--- src/rtl/chnlnk_frame_rcvr_fsm_pkg.sv ---
// chnlnk_frame_rcvr_fsm_pkg: framing constants and state encoding shared by both link ends
package chnlnk_frame_rcvr_fsm_pkg;
  typedef enum logic [2:0] {
    ST_IDLE   = 3'd0,
    ST_HDR    = 3'd1,
    ST_W4SMP  = 3'd2,
    ST_DATA   = 3'd3,
    ST_TAIL   = 3'd4,
    ST_W4LAST = 3'd5,
    ST_HUNT   = 3'd6
  } rcv_state_t;
  localparam int HDR_WORDS = 4;
  localparam int LAST_DATA = 95;
  localparam int LAST_TAIL = 98;
  localparam logic [15:0] CRC_POLY = 16'h1021;
  localparam logic [15:0] CRC_INIT = 16'hFFFF;
endpackage

--- src/rtl/chnlnk_crc16.sv ---
// chnlnk_crc16: one-word (16 bits, MSB first) CRC-16-CCITT update
module chnlnk_crc16
  import chnlnk_frame_rcvr_fsm_pkg::*;
(
  input  logic [15:0] crc,
  input  logic [15:0] din,
  output logic [15:0] crc_nxt
);
  logic [15:0] c;
  always_comb begin
    c = crc;
    for (int i = 15; i >= 0; i--)
      c = {c[14:0], 1'b0} ^ ((c[15] ^ din[i]) ? CRC_POLY : 16'h0000);
  end
  assign crc_nxt = c;
endmodule

--- src/rtl/chnlnk_frame_rcvr_fsm.sv ---
// chnlnk_frame_rcvr_fsm: checks channel-link framing and per-sample CRC, forwards tagged data words
module chnlnk_frame_rcvr_fsm
  import chnlnk_frame_rcvr_fsm_pkg::*;
(
  input  logic        CLK,
  input  logic        RST,
  input  logic [15:0] DIN,
  input  logic        DV,
  input  logic        HDR_FLG,
  input  logic        LAST_FLG,
  input  logic [6:0]  SAMP_MAX,
  output logic [15:0] DOUT,
  output logic        DOUT_VLD,
  output logic [6:0]  SMP,
  output logic [6:0]  WRD,
  output logic        SMP_DONE,
  output logic        FRM_DONE,
  output logic        CRC_ERR,
  output logic        SEQ_ERR,
  output logic [2:0]  RCV_STATE
);
  rcv_state_t state, state_nxt;
  logic [6:0] wrd, wrd_nxt, smp, smp_nxt, smp_o_nxt, wrd_o_nxt;
  logic [15:0] crc, crc_nxt, crc_upd, dout_nxt;
  logic hdr, acc, hdr_end, data_nxt, tail_end;
  logic smp_done_nxt, frm_done_nxt, crc_err_nxt, seq_err_nxt;
  assign hdr = DV & HDR_FLG;
  assign acc = DV & ~HDR_FLG & ~LAST_FLG;
  assign hdr_end = state == ST_HDR && wrd == 7'(HDR_WORDS - 1);
  assign RCV_STATE = state;
  chnlnk_crc16 u_crc (
    .crc    (state == ST_W4SMP ? CRC_INIT : crc),
    .din    (DIN),
    .crc_nxt(crc_upd)
  );
  always_ff @(posedge CLK) begin
    if (RST) begin
      state <= ST_IDLE;
      wrd <= '0;
      smp <= '0;
      crc <= CRC_INIT;
      DOUT <= '0;
      DOUT_VLD <= 1'b0;
      SMP <= '0;
      WRD <= '0;
      SMP_DONE <= 1'b0;
      FRM_DONE <= 1'b0;
      CRC_ERR <= 1'b0;
      SEQ_ERR <= 1'b0;
    end else begin
      state <= state_nxt;
      wrd <= wrd_nxt;
      smp <= smp_nxt;
      crc <= crc_nxt;
      DOUT <= dout_nxt;
      DOUT_VLD <= data_nxt;
      SMP <= smp_o_nxt;
      WRD <= wrd_o_nxt;
      SMP_DONE <= smp_done_nxt;
      FRM_DONE <= frm_done_nxt;
      CRC_ERR <= crc_err_nxt;
      SEQ_ERR <= seq_err_nxt;
    end
  end
  // Priority: header word, then LAST_FLG, then ordinary valid word
  always_comb begin
    state_nxt = state;
    wrd_nxt = wrd;
    smp_nxt = smp;
    crc_nxt = crc;
    if (hdr) begin
      state_nxt = hdr_end ? ST_W4SMP : ST_HDR;
      wrd_nxt = state == ST_HDR ? wrd + 7'd1 : 7'd1;
      smp_nxt = hdr_end ? 7'd0 : smp;
    end else if (LAST_FLG) begin
      state_nxt = state == ST_HUNT ? ST_HUNT : ST_IDLE;
    end else if (DV) begin
      case (state)
        ST_HDR, ST_W4LAST: state_nxt = ST_HUNT;
        ST_W4SMP: begin
          crc_nxt = crc_upd;
          wrd_nxt = 7'd1;
          state_nxt = ST_DATA;
        end
        ST_DATA: begin
          crc_nxt = crc_upd;
          wrd_nxt = wrd + 7'd1;
          state_nxt = wrd == 7'(LAST_DATA) ? ST_TAIL : ST_DATA;
        end
        ST_TAIL: begin
          wrd_nxt = wrd == 7'(LAST_TAIL) ? wrd : wrd + 7'd1;
          state_nxt = wrd != 7'(LAST_TAIL) ? ST_TAIL : smp == SAMP_MAX ? ST_W4LAST : ST_W4SMP;
          smp_nxt = wrd == 7'(LAST_TAIL) && smp != SAMP_MAX ? smp + 7'd1 : smp;
        end
        default: ;
      endcase
    end
  end
  always_comb begin
    data_nxt = acc && (state == ST_W4SMP || state == ST_DATA);
    tail_end = acc && state == ST_TAIL && wrd == 7'(LAST_TAIL);
    dout_nxt = data_nxt ? DIN : DOUT;
    smp_o_nxt = data_nxt ? smp : SMP;
    wrd_o_nxt = data_nxt ? (state == ST_W4SMP ? 7'd0 : wrd) : WRD;
    smp_done_nxt = tail_end;
    crc_err_nxt = tail_end && DIN != crc;
    frm_done_nxt = LAST_FLG && state == ST_W4LAST;
    seq_err_nxt = hdr ? !(state inside {ST_IDLE, ST_HDR, ST_HUNT} || (state == ST_W4LAST && LAST_FLG))
                : LAST_FLG ? !(state inside {ST_IDLE, ST_W4LAST, ST_HUNT})
                : DV && (state inside {ST_HDR, ST_W4LAST});
  end
endmodule

--- config.mk ---
export PLATFORM = sky130hd
export DESIGN_NAME = chnlnk_frame_rcvr_fsm
export DESIGN_NICKNAME = d
export VERILOG_FILES = /design/src/rtl/chnlnk_frame_rcvr_fsm_pkg.sv /design/src/rtl/chnlnk_crc16.sv /design/src/rtl/chnlnk_frame_rcvr_fsm.sv
export SDC_FILE = /design/constraint.sdc
export NUM_CORES = 1
export LEC_CHECK = 0
export BUFFER_PORTS_ARGS = -buffer_cell sky130_fd_sc_hd__buf_2
export CAP_MARGIN = 20
export CORE_UTILIZATION = 61
export DETAILED_ROUTE_END_ITERATION = 12
export GPL_TIMING_DRIVEN = 0
export PLACE_DENSITY = 0.86
export SYNTH_ARGS = -nofsm -noshare
export SYNTH_HDL_FRONTEND = slang
export SYNTH_SLANG_ARGS = --single-unit
--- constraint.sdc ---
create_clock -name CLK -period 7.05 [get_ports CLK]
set_input_delay 2.115 -clock CLK [delete_from_list [all_inputs] [get_ports CLK]]
set_output_delay 2.115 -clock CLK [all_outputs]
set_load 0.02 [all_outputs]
# Word-level counts from Yosys, hierarchy flattened
# Index checks and enable logic that the tools add are counted.
# classes
reduce_logical,28
mux,41
add_sub_neg,2
bitwise,38
eq_ne,16
# op_table
op,count
$xor 16x16->16,16
$mux 13,16
$mux 7,12
$mux 3,7
$pmux 7 s3,1
$mux 16,1
$ne 16x16->1,1
$xor 1x1->1,16
$add 7x1->7 const B,2
$eq 7x7->1 const B,2
$pmux 3 s4,1
$eq 3x3->1 const B,3
$reduce_bool 3->1,3
$logic_and 1x1->1,8
$reduce_and 4->1,2
$reduce_bool 2->1,4
$eq 7x2->1 const B,1
$eq 7x7->1,1
$ne 7x7->1,1
$ne 7x7->1 const B,1
$eq 3x2->1 const B,2
$reduce_bool 6->1,1
$reduce_and 5->1,1
$ne 2x1->1 const B,2
12 further kinds,20
# word_totals
input_bits,28
output_inout_bits,38
word_cells,137
ff_bits,68

# Depth between registers and ports, before layout
# depth
depth_word,50
ltp_mapped,8
depth_no_buf,8

# By module
# From an unflattened synthesis, not the netlist that was laid out.
# unflattened
cells_unflattened,480
hier_area_um2,3866.2
# by_module_without_submodules
module,cells_per_inst,n_inst,seq_area_each_um2,area_per_inst_um2
chnlnk_frame_rcvr_fsm,430,1,1361.3,3313.2
chnlnk_crc16,50,1,0.0,553.0

# Least setup slack after synthesis
# No wires, ideal clock.
# synth_timing
kind,input to register
startpoint,input DIN[12]
endpoint,register crc[12]
path_slack_ns,3.223
stages,7
t_arrival_ns,3.713
cell_sequence,buf_2 -> xnor2_1 -> xnor2_1 -> or3b_1 -> nand2_1 -> xnor3_1 -> a21bo_1
# synth_between
elab_chain_len,21
# synth_rtl
element,line_no,text
"start, declared",chnlnk_frame_rcvr_fsm.sv:7,"input logic [15:0] DIN,"
$xor 1x1->1 (*),chnlnk_crc16.sv:13,"c = {c[14:0], 1'b0} ^ ((c[15] ^ din[i]) ? CRC_POLY : 16'h0000);"
$mux 13 (*),chnlnk_crc16.sv:13,
$xor 16x16->16 (*) (4 in series),chnlnk_crc16.sv:13,
$xor 1x1->1,chnlnk_crc16.sv:13,
$mux 13,chnlnk_crc16.sv:13,
$xor 16x16->16 (*) (4 in series),chnlnk_crc16.sv:13,
$xor 1x1->1,chnlnk_crc16.sv:13,
$mux 13,chnlnk_crc16.sv:13,
$xor 16x16->16 (*) (4 in series),chnlnk_crc16.sv:13,
$xor 1x1->1,chnlnk_crc16.sv:13,
$mux 13,chnlnk_crc16.sv:13,
$xor 16x16->16 (*),chnlnk_crc16.sv:13,
"end signal, assigned",chnlnk_frame_rcvr_fsm.sv:54,crc <= crc_nxt;
"end, declared",chnlnk_frame_rcvr_fsm.sv:24,"logic [15:0] crc, crc_nxt, crc_upd, dout_nxt;"
# Every way passes the cells marked *; elsewhere a longest branch is shown, timed or not.
# A chain may end at the register's enable or synchronous reset.

# Worst setup path in the final report
# layout_timing
startpoint,input LAST_FLG
endpoint,register DOUT[9]
# layout_between
elab_chain_len,3
# layout_rtl
element,line_no,text
"start, declared",chnlnk_frame_rcvr_fsm.sv:10,"input logic LAST_FLG,"
$not 1->1 (no line),-,
$and 1x1->1,chnlnk_frame_rcvr_fsm.sv:28,assign acc = DV & ~HDR_FLG & ~LAST_FLG;
$logic_and 1x1->1,chnlnk_frame_rcvr_fsm.sv:100,data_nxt = acc && (state == ST_W4SMP || state == ST_DATA);
"end signal, assigned",chnlnk_frame_rcvr_fsm.sv:55,DOUT <= dout_nxt;
"end, declared",chnlnk_frame_rcvr_fsm.sv:12,"output logic [15:0] DOUT,"
# No other way between the ends.

==> results.py <==
metrics = {
    "run_status": {
        "status": "complete, no violations",
    },
    "clock_network": {
        "post_cts_resized": 0,
        "cts_hold_buf": 0,
        "clockRootBuffer": "clkbuf_8",
        "cts_sinks": 68,
        "cts_tree": "done",
        "clk_pin_slew_ps": 70,
        "htreeDepth": 3,
        "clk_latency_ps": 360,
        "post_cts_buffers": 0,
        "cts_made_buffers": 9,
        "cts.path.max_buffers": 2,
    },
    "finish": {
        "fillers": 477,
        "final_cell_mix": "81 x nand2_1, 68 x dfxtp_1, 67 x buf_2, 49 x xnor2_1, 38 x a21oi_1",
        "n_antenna_cell": 0,
        "layout.nets": 564,
        "drive_above_1_share": 0.1673,
        "final_common_cell": "nand2_1",
        "area_growth_syn_to_layout_pct": 15.15,
    },
    "place": {
        "port_buffers": 59,
        "dp_hpwl_um": 7303,
        "dp_slack_ps": 2991,
        "routabilityCongestion": 0.9448,
    },
    "synthesis": {
        "async_reset_ff_frac": 0,
        "synthCells": 463,
        "synth_seq_area_share": 0.3598,
        "netlist_area_um2": 3784,
        "avgSynthCellArea_um2": 8.172,
        "yosysWarnings": 0,
        "synthFlopType": "dfxtp_1",
        "synth-seq-cells": 68,
        "synth_edf_count": 0,
        "ys_types": 52,
        "synth_nets": 494,
    },
    "drt": {
        "wl_um": 10270,
        "first_pass_iters": 5,
        "dr_wl_met3_um": 763,
        "vias_per_cell": 6.057,
        "ant_nets": 0,
        "avgRoutedWirePerCell_um": 16.76,
        "drtIter0Drc": 263,
        "drt-met1-wl_um": 3889,
        "top_layer_used": "met4",
        "wl_met2_um": 5164,
        "num_vias": 3713,
        "drc": 0,
    },
    "global_routing": {
        "grt_pass1_vias": 3442,
        "grt_max_degree": 12,
        "grt_pass1_wl_um": 16220,
        "grt_overflow": 0,
        "antenna_found_initial": 0,
        "grt_usage": 0.3301,
    },
    "setup_path": {
        "critPathLaunchType": "input port",
        "crit_fanout": 10,
        "required_ps": 7330,
        "arrival_ps": 4010,
        "cp-end-kind": "flop",
        "crit_type": "in -> reg",
    },
    "floorplan": {
        "die-area_um2": 6521,
        "floorplan.die.height_um": 80.76,
        "row_count": 28,
        "die-width_um": 80.76,
        "initial_core_util": 0.6353,
        "fp.coreArea_um2": 5956,
        "num_io_pins": 66,
    },
    "timing": {
        "finalCriticalPeriod_ps": 3737,
        "max_freq_ghz": 0.2676,
        "setup_violations": 0,
        "skew_ps": 9.515,
        "rsz0062_at_grt": "no",
        "setup_slack_ps": 3313,
        "final_max_slew_viol_count": 0,
        "fin_tns_setup_ps": 0,
        "fin_crit_sh": 0.5301,
        "relSlewSlack": 0.3501,
        "hold_viol_final": 0,
        "worst_slew_pin_slew_ps": 965.9,
    },
    "power": {
        "switching_share": 0.2719,
        "ir_drop_v": 0.0001469,
        "combPwrFrac": 0.138,
        "p_leak_nw": 1.809,
        "intPower_uw": 591.8,
        "p_clk_frac": 0.385,
        "p_per_area_nw_per_um2": 186.6,
        "p_switching_uw": 221.0,
        "seqPwrFrac": 0.477,
    },
    "worst_hold_path": {
        "hp-class": "reg -> reg",
    },
    "run": {
        "cap_viol_max_count": 0,
    },
}
per-stage QoR:
step / utilization / instance area (um^2) / cells / power, mW / hold WS [ps]
floorplan: - / 3784 / 463 / 0.4731 / 457.4
global placement: 0.7006 / 4173 / 597 / 0.5003 / 440.0
detailed placement: 0.7006 / 4173 / 597 / 0.5039 / 444.8
CTS: 0.7315 / 4357 / 613 / 0.8096 / 454.6
global route: 0.7315 / 4357 / 613 / 0.8385 / 478.8
finish: 0.7315 / 4357 / 613 / 0.8128 / 451.8
power groups by stage:
stage / clock, mW / combinational (mW) / sequential (mW)
global placement: 0 / 0.104 / 0.396
detailed placement: 0 / 0.108 / 0.396
global route: 0.332 / 0.118 / 0.388
floorplan: 0 / 0.0766 / 0.396
finish: 0.313 / 0.112 / 0.388
CTS: 0.313 / 0.109 / 0.387
Yosys cell counts (5+ instances only):
master     n  area [um^2]
a21oi_1   38        190.2
a22oi_1    7        52.55
and2_1     5        31.28
and3_1     7        43.79
buf_2      8        40.04
clkbuf_1  23        86.33
dfxtp_1   68         1361
inv_1      6        22.52
mux2i_1    5        50.05
nand2_1   81        304.0
nand2b_1   5        31.28
nand3_1    8        40.04
nand4_1   10        62.56
nor2_1    30        112.6
nor3_1    14        70.07
nor4_1     7        43.79
o211ai_1   5        37.54
o21ai_0    8        40.04
xnor2_1   49        429.2
xor2_1    28        245.2
metal layers:
metal | track usage | vias to the layer above
met5 | 0 | -
met4 | 0.2161 | 0
met3 | 0.05169 | 42
met2 | 0.5585 | 179
met1 | 0.3876 | 1777
li1 | - | 1715
final cells by class:
cell class	instances	area, um^2	share of cell area
multi-input cells	357	2270	0.5210
flip-flops and latches	68	1361	0.3125
repair buffers	59	295.3	0.06778
clock buffers	11	131.4	0.03016
plain buffers	31	126.4	0.02901
well taps	75	93.84	0.02154
clock inverters	5	52.55	0.01206
inverters	7	26.28	0.006031
cells by family (layout without fill, tap and decap cells):
family | Yosys count | after routing | share of synthesized area
buffers and inverters | 38 | 113 | 0.04034
adder cells (fa/ha/maj) | 3 | 3 | 0.009922
XOR/XNOR | 82 | 82 | 0.2064
flip-flops | 68 | 68 | 0.3598
AO/OA/AOI/OAI | 84 | 84 | 0.1429
multiplexers | 5 | 5 | 0.01323
AND/OR/NAND/NOR | 183 | 183 | 0.2275
registers in the layout (all words and copies together) (netlist names):
signal and count:
FRM_DONE 1, WRD 7, RCV_STATE 3, CRC_ERR 1
crc 16, SEQ_ERR 1, smp 7, DOUT_VLD 1
SMP_DONE 1, SMP 7, wrd 7, DOUT 16
path summary, 6_finish.rpt:
check	startpoint	to	slack (ps)	depth (start not counted)
hold / removal	DOUT[14]	DOUT[14]	450	2
setup / recovery	LAST_FLG	DOUT[9]	3310	7
hold reg to reg	DOUT[14]	DOUT[14]	450	2
setup reg to reg	RCV_STATE[1]	crc[13]	4610	7
critical path, stage by stage:
cell and delay [ps]:
buf_2 140, nand2b_1 140, clkbuf_1 190, nor3_1 610, clkbuf_1 490, nand2_1 160, a21oi_1 160
(Power assumes the default switching activity.)
